File: src/rtl/acc_seq_ctrl_if.sv
// Shared req/ack memory port of the accumulator sequencer.
// Instruction fetch and operand load/store both travel over this port.
interface acc_seq_ctrl_if #(
    parameter int AW = 16
);
    logic          req;
    logic          we;
    logic [AW-1:0] addr;
    logic [31:0]   rdata;
    logic          ack;

    modport master (output req, output we, output addr, input rdata, input ack);
    modport slave  (input req, input we, input addr, output rdata, output ack);
endinterface

File: src/rtl/acc_seq_ctrl.sv
// Multi-cycle control sequencer for the 32-bit accumulator datapath.
// Owns PC, IR and MDR and runs the FETCH/DECODE/MEM/EXEC/HALT machine.
module acc_seq_ctrl #(
    parameter int AW = 16
) (
    input  logic           clk,
    input  logic           rst,
    acc_seq_ctrl_if.master mem,
    input  logic           acc_zero,
    output logic           ldac,
    output logic           asel,
    output logic [31:0]    a_data,
    output logic [2:0]     alu_op,
    output logic [AW-1:0]  pc,
    output logic           halted,
    output logic           illegal
);

    typedef enum logic [2:0] {
        S_FETCH,
        S_DECODE,
        S_MEM,
        S_EXEC,
        S_HALT
    } state_t;

    localparam logic [3:0] OP_NOP = 4'h0;
    localparam logic [3:0] OP_LDA = 4'h1;
    localparam logic [3:0] OP_STA = 4'h2;
    localparam logic [3:0] OP_ADD = 4'h3;
    localparam logic [3:0] OP_SUB = 4'h4;
    localparam logic [3:0] OP_AND = 4'h5;
    localparam logic [3:0] OP_OR  = 4'h6;
    localparam logic [3:0] OP_XOR = 4'h7;
    localparam logic [3:0] OP_LDI = 4'h8;
    localparam logic [3:0] OP_JMP = 4'h9;
    localparam logic [3:0] OP_JZ  = 4'hA;
    localparam logic [3:0] OP_HLT = 4'hF;

    localparam logic [AW-1:0] PC_ONE = AW'(1);

    typedef struct packed {
        logic          req;
        logic          we;
        logic [AW-1:0] addr;
        logic          ldac;
        logic          asel;
        logic [2:0]    alu_op;
        logic [31:0]   a_data;
        logic          halted;
        logic          illegal;
    } outs_t;

    function automatic logic is_alu(input logic [3:0] op);
        return op inside {OP_ADD, OP_SUB, OP_AND, OP_OR, OP_XOR};
    endfunction

    function automatic logic is_mem(input logic [3:0] op);
        return (op == OP_LDA) || (op == OP_STA) || is_alu(op);
    endfunction

    function automatic logic is_illegal(input logic [3:0] op);
        return op inside {[4'hB:4'hE]};
    endfunction

    function automatic logic [2:0] alu_code(input logic [3:0] op);
        logic [2:0] code;
        code = 3'b000;
        case (op)
            OP_SUB:  code = 3'b001;
            OP_AND:  code = 3'b010;
            OP_OR:   code = 3'b011;
            OP_XOR:  code = 3'b100;
            default: code = 3'b000;
        endcase
        return code;
    endfunction

    // NOP and illegal opcodes both fall through to FETCH.
    function automatic state_t decode_next(input logic [3:0] op);
        state_t nxt;
        nxt = S_FETCH;
        if (is_mem(op))
            nxt = S_MEM;
        else if (op == OP_LDI)
            nxt = S_EXEC;
        else if (op == OP_HLT)
            nxt = S_HALT;
        return nxt;
    endfunction

    // Output image of a state; evaluated for the state being entered so the
    // outputs come straight from flops yet stay a pure function of state/ir.
    function automatic outs_t state_outs(input state_t s, input logic [31:0] ir_v,
                                         input logic [31:0] mdr_v, input logic [AW-1:0] pc_v);
        outs_t o;
        logic [3:0] op;
        op = ir_v[31:28];
        o = '0;
        o.a_data = (op == OP_LDI) ? {4'b0000, ir_v[27:0]} : mdr_v;
        case (s)
            S_FETCH: begin
                o.req  = 1'b1;
                o.addr = pc_v;
            end
            S_DECODE: o.illegal = is_illegal(op);
            S_MEM: begin
                o.req  = 1'b1;
                o.we   = (op == OP_STA);
                o.addr = ir_v[AW-1:0];
            end
            S_EXEC: begin
                o.ldac   = 1'b1;
                o.asel   = is_alu(op);
                o.alu_op = alu_code(op);
            end
            S_HALT:  o.halted = 1'b1;
            default: o = '0;
        endcase
        return o;
    endfunction

    state_t        state;
    logic [AW-1:0] pc_q;
    logic [31:0]   ir;
    logic [31:0]   mdr;
    outs_t         outs;

    logic [3:0]    opc;
    logic [AW-1:0] ir_addr;
    logic [AW-1:0] pc_inc;
    logic [AW-1:0] pc_dec;
    logic          take;
    state_t        dec_state;

    assign opc       = ir[31:28];
    assign ir_addr   = ir[AW-1:0];
    assign pc_inc    = pc_q + PC_ONE;
    assign dec_state = decode_next(opc);
    assign pc_dec    = ((opc == OP_JMP) || ((opc == OP_JZ) && acc_zero)) ? ir_addr : pc_q;
    // An ack only counts against our own registered request, so a stale ack
    // left over from before reset is never taken.
    assign take      = outs.req & mem.ack;

    // NOTE: state and outputs share one always_ff with non-blocking updates, so
    // every register samples pre-edge values and no ordering hazard exists.
    always_ff @(posedge clk or negedge rst) begin
        if (!rst) begin
            state <= S_FETCH;
            pc_q  <= '0;
            ir    <= '0;
            mdr   <= '0;
            outs  <= '0;
        end else begin
            case (state)
                S_FETCH: begin
                    if (take) begin
                        ir    <= mem.rdata;
                        pc_q  <= pc_inc;
                        state <= S_DECODE;
                        outs  <= state_outs(S_DECODE, mem.rdata, mdr, pc_inc);
                    end else begin
                        outs  <= state_outs(S_FETCH, ir, mdr, pc_q);
                    end
                end
                S_DECODE: begin
                    pc_q  <= pc_dec;
                    state <= dec_state;
                    outs  <= state_outs(dec_state, ir, mdr, pc_dec);
                end
                S_MEM: begin
                    if (take) begin
                        if (opc == OP_STA) begin
                            state <= S_FETCH;
                            outs  <= state_outs(S_FETCH, ir, mdr, pc_q);
                        end else begin
                            mdr   <= mem.rdata;
                            state <= S_EXEC;
                            outs  <= state_outs(S_EXEC, ir, mem.rdata, pc_q);
                        end
                    end
                end
                S_EXEC: begin
                    state <= S_FETCH;
                    outs  <= state_outs(S_FETCH, ir, mdr, pc_q);
                end
                S_HALT: begin
                    outs  <= state_outs(S_HALT, ir, mdr, pc_q);
                end
                default: begin
                    state <= S_FETCH;
                    outs  <= state_outs(S_FETCH, ir, mdr, pc_q);
                end
            endcase
        end
    end

    assign mem.req  = outs.req;
    assign mem.we   = outs.we;
    assign mem.addr = outs.addr;
    assign ldac     = outs.ldac;
    assign asel     = outs.asel;
    assign alu_op   = outs.alu_op;
    assign a_data   = outs.a_data;
    assign halted   = outs.halted;
    assign illegal  = outs.illegal;
    assign pc       = pc_q;

endmodule

File: src/flat_wrapper.sv
// flat-port wrapper written by rule: the top's interface ports become plain ports
module acc_seq_ctrl_flat 
#(
    parameter int AW = 16
)
  (clk, rst, acc_zero, ldac, asel, a_data, alu_op, pc, halted, illegal, mem_req, mem_we, mem_addr, mem_rdata, mem_ack);
  acc_seq_ctrl_if #(.AW(AW)) mem_i ();
  input  logic clk;
  input  logic rst;
  input  logic acc_zero;
  output logic ldac;
  output logic asel;
  output logic [31:0] a_data;
  output logic [2:0] alu_op;
  output logic [AW-1:0] pc;
  output logic halted;
  output logic illegal;
  output wire logic [$bits(mem_i.req)-1:0] mem_req;
  output wire logic [$bits(mem_i.we)-1:0] mem_we;
  output wire logic [$bits(mem_i.addr)-1:0] mem_addr;
  input wire logic [$bits(mem_i.rdata)-1:0] mem_rdata;
  input wire logic [$bits(mem_i.ack)-1:0] mem_ack;
  assign mem_req = mem_i.req;
  assign mem_we = mem_i.we;
  assign mem_addr = mem_i.addr;
  assign mem_i.rdata = mem_rdata;
  assign mem_i.ack = mem_ack;
  acc_seq_ctrl #(.AW(AW)) u_core (.clk(clk), .rst(rst), .mem(mem_i), .acc_zero(acc_zero), .ldac(ldac), .asel(asel), .a_data(a_data), .alu_op(alu_op), .pc(pc), .halted(halted), .illegal(illegal));
endmodule
File: config.mk
export PLATFORM = sky130hd
export DESIGN_NAME = acc_seq_ctrl_flat
export DESIGN_NICKNAME = d
export VERILOG_FILES = /design/src/rtl/acc_seq_ctrl_if.sv /design/src/rtl/acc_seq_ctrl.sv /design/src/flat_wrapper.sv
export SDC_FILE = /design/constraint.sdc
export NUM_CORES = 1
export LEC_CHECK = 0
export CORE_ASPECT_RATIO = 0.8
export CORE_MARGIN = 2
export CORE_UTILIZATION = 55
export CTS_CLUSTER_DIAMETER = 200
export DETAILED_ROUTE_END_ITERATION = 16
export GPL_TIMING_DRIVEN = 0
export PLACE_DENSITY = 0.81
export SLEW_MARGIN = 20
export SYNTH_ARGS = -nofsm -noshare
export SYNTH_HDL_FRONTEND = slang
export SYNTH_SLANG_ARGS = --single-unit
export TNS_END_PERCENT = 20
File: constraint.sdc
create_clock -name clk -period 2.5 [get_ports clk]
set_clock_uncertainty 0.2 [all_clocks]
set_input_delay 0.5 -clock clk [delete_from_list [all_inputs] [get_ports clk]]
set_output_delay 0.5 -clock clk [all_outputs]
set_load 0.01 [all_outputs]
# --- Word-level counts from Yosys, hierarchy flattened ---
# Cells that the tools add are included.
totals:
  regBits: 140
  in_bits: 36
  output_inout_bits: 73
  wordCells: 83
op_classes:
  n_addsub: 1
  magnitude_cmp: 4
  n_eq_ne: 21
  mux: 25
  n_bitwise: 3
  reduce_logical: 16
op_table:
  columns: ["operator", "n"]
  rows:
  - ["one-hot mux 57 bit (4 select lines)", 1]
  - ["2-to-1 mux 57 bit", 3]
  - ["2-to-1 mux 32 bit", 4]
  - ["one-hot mux 16 bit (2 select lines)", 2]
  - ["2-to-1 mux 16 bit", 2]
  - ["one-hot mux 3 bit (4 select lines)", 2]
  - ["== test 4 bit (second input constant)", 5]
  - ["adder 16 x 1 -> 16 bit (second input constant)", 1]
  - ["== test 4 x 3 -> 1 bit (second input constant)", 4]
  - ["2-to-1 mux 3 bit", 5]
  - ["== test 3 x 2 -> 1 bit (second input constant)", 3]
  - ["== test 4 x 2 -> 1 bit (second input constant)", 2]
  - ["greater-or-equal comparator 4 bit (second input constant)", 2]
  - ["<= comparator 4 bit (second input constant)", 2]
  - ["== test 3 x 1 -> 1 bit (second input constant)", 2]
  - ["== test 3 bit (second input constant)", 2]
  - ["logical NOT 3 bit", 2]
  - ["AND reduction 3 bit", 2]
  - ["2-to-1 mux 5 bit", 1]
  - ["nonzero test 5 bit", 1]
  - ["OR reduction 5 bit", 1]
  - ["== test 4 x 1 -> 1 bit (second input constant)", 1]
  - ["2-to-1 mux 1 bit", 4]
  - ["inequality test 2 x 1 -> 1 bit (second input constant)", 2]
  - ["other kinds (8)", 14]

# --- Longest topological paths before layout ---
logic_depth:
  word_depth: 8
  depth_mapped: 8

# --- Worst setup path after synthesis ---
# OpenSTA, ideal clock, no wires.
synth_timing:
  kind: "in2reg"
  start: "input port mem_rdata[28]"
  end: "register u_core.outs (netlist bit u_core.a_data[11])"
  setup_time_ns: 0.126
  arrival_time_ns: 1.957
  t_required_ns: 2.174
  path_slack_ns: 0.217
  cell_stages: 5
  n_path_buf: 1
  cell_sequence: "nor4b_1 > clkbuf_1 > mux2i_1 > o22ai_1 > a221o_1"
synth_via:
  elab_chain_len: 4
synth_lines:
  columns: ["element", "line_no", "source"]
  rows:
  - ["start: declaration", "flat_wrapper.sv:21", "input wire logic [$bits(mem_i.rdata)-1:0] mem_rdata;"]
  - ["== test 4 bit", "acc_seq_ctrl.sv:100", "o.a_data = (op == OP_LDI) ? {4'b0000, ir_v[27:0]} : mdr_v;"]
  - ["2-to-1 mux 32 bit", "acc_seq_ctrl.sv:100", null]
  - ["2-to-1 mux 57 bit", "acc_seq_ctrl.sv:157", "if (take) begin"]
  - ["one-hot mux 57 bit (4 select lines)", "acc_seq_ctrl.sv:155", "case (state)"]
  - ["end signal: assignment", "acc_seq_ctrl.sv:161", "outs <= state_outs(S_DECODE, mem.rdata, mdr, pc_inc);"]
  - ["end signal: assignment", "acc_seq_ctrl.sv:163", "outs <= state_outs(S_FETCH, ir, mdr, pc_q);"]
  - ["end signal: assignment", "acc_seq_ctrl.sv:169", "outs <= state_outs(dec_state, ir, mdr, pc_dec);"]
  - ["end: declaration", "acc_seq_ctrl.sv:127", "outs_t outs;"]
# Every way passes these cells.
# A chain may end at the register's enable or synchronous reset.

# --- Final worst setup path ---
layout_timing:
  start: "register u_core.state[1]"
  end: "register u_core.outs (netlist bit u_core.mem.addr[5])"
layout_via:
  elab_chain_len: 2
  elab_cells_between_ends: 6
layout_lines:
  columns: ["element", "line_no", "source"]
  rows:
  - ["start: declaration", "acc_seq_ctrl.sv:123", "state_t state;"]
  - ["start signal: assignment", "acc_seq_ctrl.sv:168", "state <= dec_state;"]
  - ["== test 3 bit, or another cell as far along", "acc_seq_ctrl.sv:155", null]
  - ["one-hot mux 57 bit (4 select lines) or inequality test 2 x 1 -> 1 bit (tied branches)", null, null]
# Parallel ways exist; a longest one is shown, timed or not.

==> reports/qor.yml <==
status: "complete, no violations"
cts_tree: "done"
worstHoldStart: "u_core.ir[21]"
start_util_pct: 56.0
drive_above_1_share_pct: 13.6
firstDrtPassIters: 6
power_mw: 4.75
max_freq_ghz: 0.401
synth_seq_cells: 140
hold_depth: 2
antenna_left: 0
r2r_setup_slack_ns: 0.008
syn-mean-instance-area_um2: 9.46
ys_warn_count: 0
r2r_cells: 7
rows: 38
cts_buffers: 17
seqCellArea_mm2: 0.00350
grt_max_degree: 94
critPathSlowestCell: "nor3_1"
layout_commonest_cell: "nand2_1"
post-route-min-period_ns: 2.49
clkTransAtPathRegs_ns: 0.06
synth_cells: 796
fin_ws_ns: 0.00831
grt.overflow.total: 0
p_per_area_mw_per_mm2: 498
cts_buffer_depth: 2
rsz0062_at_grt: "true"
crit_family: "simple AND/OR/NAND/NOR gates"
ir_worst_vdd_v: 0.000448
n_antenna_cell: 0
syn_nets: 833
slew_headroom_pct: 52.8
slew_viol_final: 0
worst-setup-path-type: "flip-flop to flip-flop"
period_share_pct: 99.7
crit_chain: "buf_2 -> or3b_1 -> clkbuf_1 -> nor3_1 -> buf_2 -> a221o_1 -> o22a_1"
min_to: "u_core.ir[21]"
die_area_mm2: 0.0147
critical_path_required_ns: 2.66
track_usage_pct: 31.4
fin_nets: 964
postSynth.asyncResetShare_pct: 100
drt_wl_total_um: 22700
arrival_ns: 2.65
timing.rr.end: "u_core.mem.addr[5]"
synth.distinct_cells: 61
grt_first_pass_wirelength_um: 35300
portBuffers: 108
cts-root-buf: "clkbuf_16"
cp-start-kind: "flip-flop"
dr_total_vias: 7178
dr.first_iter.drc_count: 1104
synthFlopType: "dfrtp_1"
antenna_found_initial: 0
grt_pass1_vias: 6749
nFillCells: 1033
synth-edff-count: 0
num_io_pins: 109
setup_violations: 0
r2r-start: "u_core.state[1]"
routed_via_density: 6.41
path_common_cell: "buf_2"
die_height_um: 109
worst_hold_path_type: "flip-flop to flip-flop"
htree_levels: 4
syn_to_final_growth_pct: 26.7
ys_seq_area_share_pct: 46.5
clkLatencyLatePin_ns: 0.42
dp_hpwl_um: 15200
maxCapViolations: 0
end_kind: "flip-flop"
p_leak_nw: 3.97
die_x_um: 135
slowest_delay_ns: 0.40
multi_input_area_mm2: 0.00378
cts_sinks: 140
syn-cell-area_mm2: 0.00753
fin_hold_ws_ns: 0.279
mostFrequentLayoutCells: "181 x nand2_1, 139 x dfrtp_1, 107 x clkdlybuf4s50_1"
path_buf_inv: 3
core_area_mm2: 0.0135
hold_viol: 0
wl_per_cell_um: 20.3
worst_slew_pin_slew_ns: 0.703
drc: 0
place.gp.congestion: 0.910
critical_path.max_fanout: 10
pre_cts_slack_ns: -0.910
==> power by group <==
| group | total [mW] | internal [mW] | switching, mW |
|---|---|---|---|
| Combinational | 0.188 | 0.0833 | 0.105 |
| Sequential | 2.27 | 2.27 | 0 |
| Clock | 2.29 | 1.36 | 0.934 |
==> logic make-up (layout without fill, tap and decap cells) <==
logic type,after synthesis,after routing,synth area share [%]
mux,73,73,10.2
simple gates,296,296,17.6
xor+xnor,2,2,0.233
compound gates,217,217,21.1
fa+ha+maj,1,1,0.166
buf+inv,67,210,4.15
flops,140,140,46.5
==> layer usage <==
| metal | global-route usage (%) | up-vias | routed length (um) |
|---|---|---|---|
| met3 | 6.69 | 56 | 2280 |
| li1 | - | 3179 | - |
| met4 | 11.7 | 0 | 625 |
| met1 | 45.0 | 3467 | 9720 |
| met5 | 0 | - | 0 |
| met2 | 47.2 | 476 | 10100 |
==> worst max-delay path by stage <==
stage / start / endpoint / slack (ns) / depth (start not counted)
global placement: rst / u_core.mdr[22] / -4.77 / 1
global route: u_core.state[1] / u_core.mem.addr[5] / -0.08 / 7
detailed placement: mem_rdata[28] / u_core.a_data[9] / -0.91 / 6
finish: u_core.state[1] / u_core.mem.addr[5] / 0.008 / 7
CTS: u_core.ir[31] / u_core.a_data[27] / -0.03 / 6
floorplan: mem_rdata[28] / u_core.a_data[11] / 0.22 / 5
==> per-stage QoR <==
| stage | area, um^2 | cells | util [%] | setup TNS [ns] |
|---|---|---|---|---|
| floorplan | 7530 | 796 | - | 0 |
| global placement | 8840 | 1084 | 65.7 | -723.02 |
| detailed placement | 8870 | 1085 | 65.9 | -58.20 |
| CTS | 9460 | 1116 | 70.3 | -0.212 |
| global route | 9540 | 1119 | 70.9 | -1.03 |
| finish | 9540 | 1119 | 70.9 | 0 |
==> tightest hold or removal path: stages (launching register included) <==
cell and delay (ns):
dfrtp_1 0.34, nand2_1 0.06, nand2_1 0.05
==> Yosys cell counts, types with 2 or more instances <==
library cell / n / area (um^2)
a211oi_1: 4 / 30.0
o21a_1: 2 / 15.0
nand2b_1: 5 / 31.3
clkbuf_1: 37 / 139
nand2_1: 182 / 683
a21boi_0: 21 / 158
o32a_1: 4 / 40.0
buf_2: 13 / 65.1
a21oi_1: 47 / 235
a32oi_1: 3 / 26.3
a31oi_1: 11 / 68.8
and3_1: 11 / 68.8
dfrtp_1: 140 / 3500
nor3b_1: 2 / 15.0
and2_1: 3 / 18.8
a22o_1: 2 / 17.5
inv_1: 4 / 15.0
or3b_1: 2 / 17.5
a221o_1: 42 / 420
o22a_1: 12 / 105
nand4_1: 6 / 37.5
o21bai_1: 2 / 15.0
o221ai_1: 2 / 17.5
o221a_2: 4 / 45.0
nor4b_4: 2 / 47.6
a211o_1: 2 / 17.5
nor3_1: 12 / 60.1
nor2_1: 50 / 188
o211ai_1: 4 / 30.0
o2111ai_1: 2 / 17.5
mux2i_1: 41 / 410
o21ai_0: 20 / 100
buf_4: 6 / 45.0
a21boi_1: 2 / 15.0
a21o_1: 3 / 22.5
buf_1: 4 / 15.0
nand3b_1: 2 / 15.0
nand3_1: 5 / 25.0
a221oi_1: 2 / 17.5
o22ai_1: 22 / 138
mux2_2: 32 / 360
nor2b_1: 3 / 18.8
buf_6: 3 / 33.8
==> what timing repair did <==
action,in CTS,in global routing
pin swaps,1,1
endpoints found under the setup margin,99,79
hold buffers,1,0
buffers inserted,0,5
gates resized for setup,20,32
hold endpoints to repair,47,0
==> sequential cells by signal, summed over array words and instances (netlist names) <==
name / count
u_core.a_data: 32
u_core.alu_op: 3
u_core.asel: 1
u_core.halted: 1
u_core.illegal: 1
u_core.ir: 32
u_core.ldac: 1
u_core.mdr: 32
u_core.mem.addr: 16
u_core.mem.req: 1
u_core.mem.we: 1
u_core.pc: 16
u_core.state: 3
==> final cells by class <==
type                    count  area share, %
plain buffers              60           3.36
clock buffers              24           5.15
clock inverters             7          0.420
inverters                   4          0.157
multi-input cells         589           39.6
flip-flops and latches    140           36.7
well taps                 180           2.36
repair buffers            115           12.2
No activity file was read; power rests on OpenSTA's default activity.
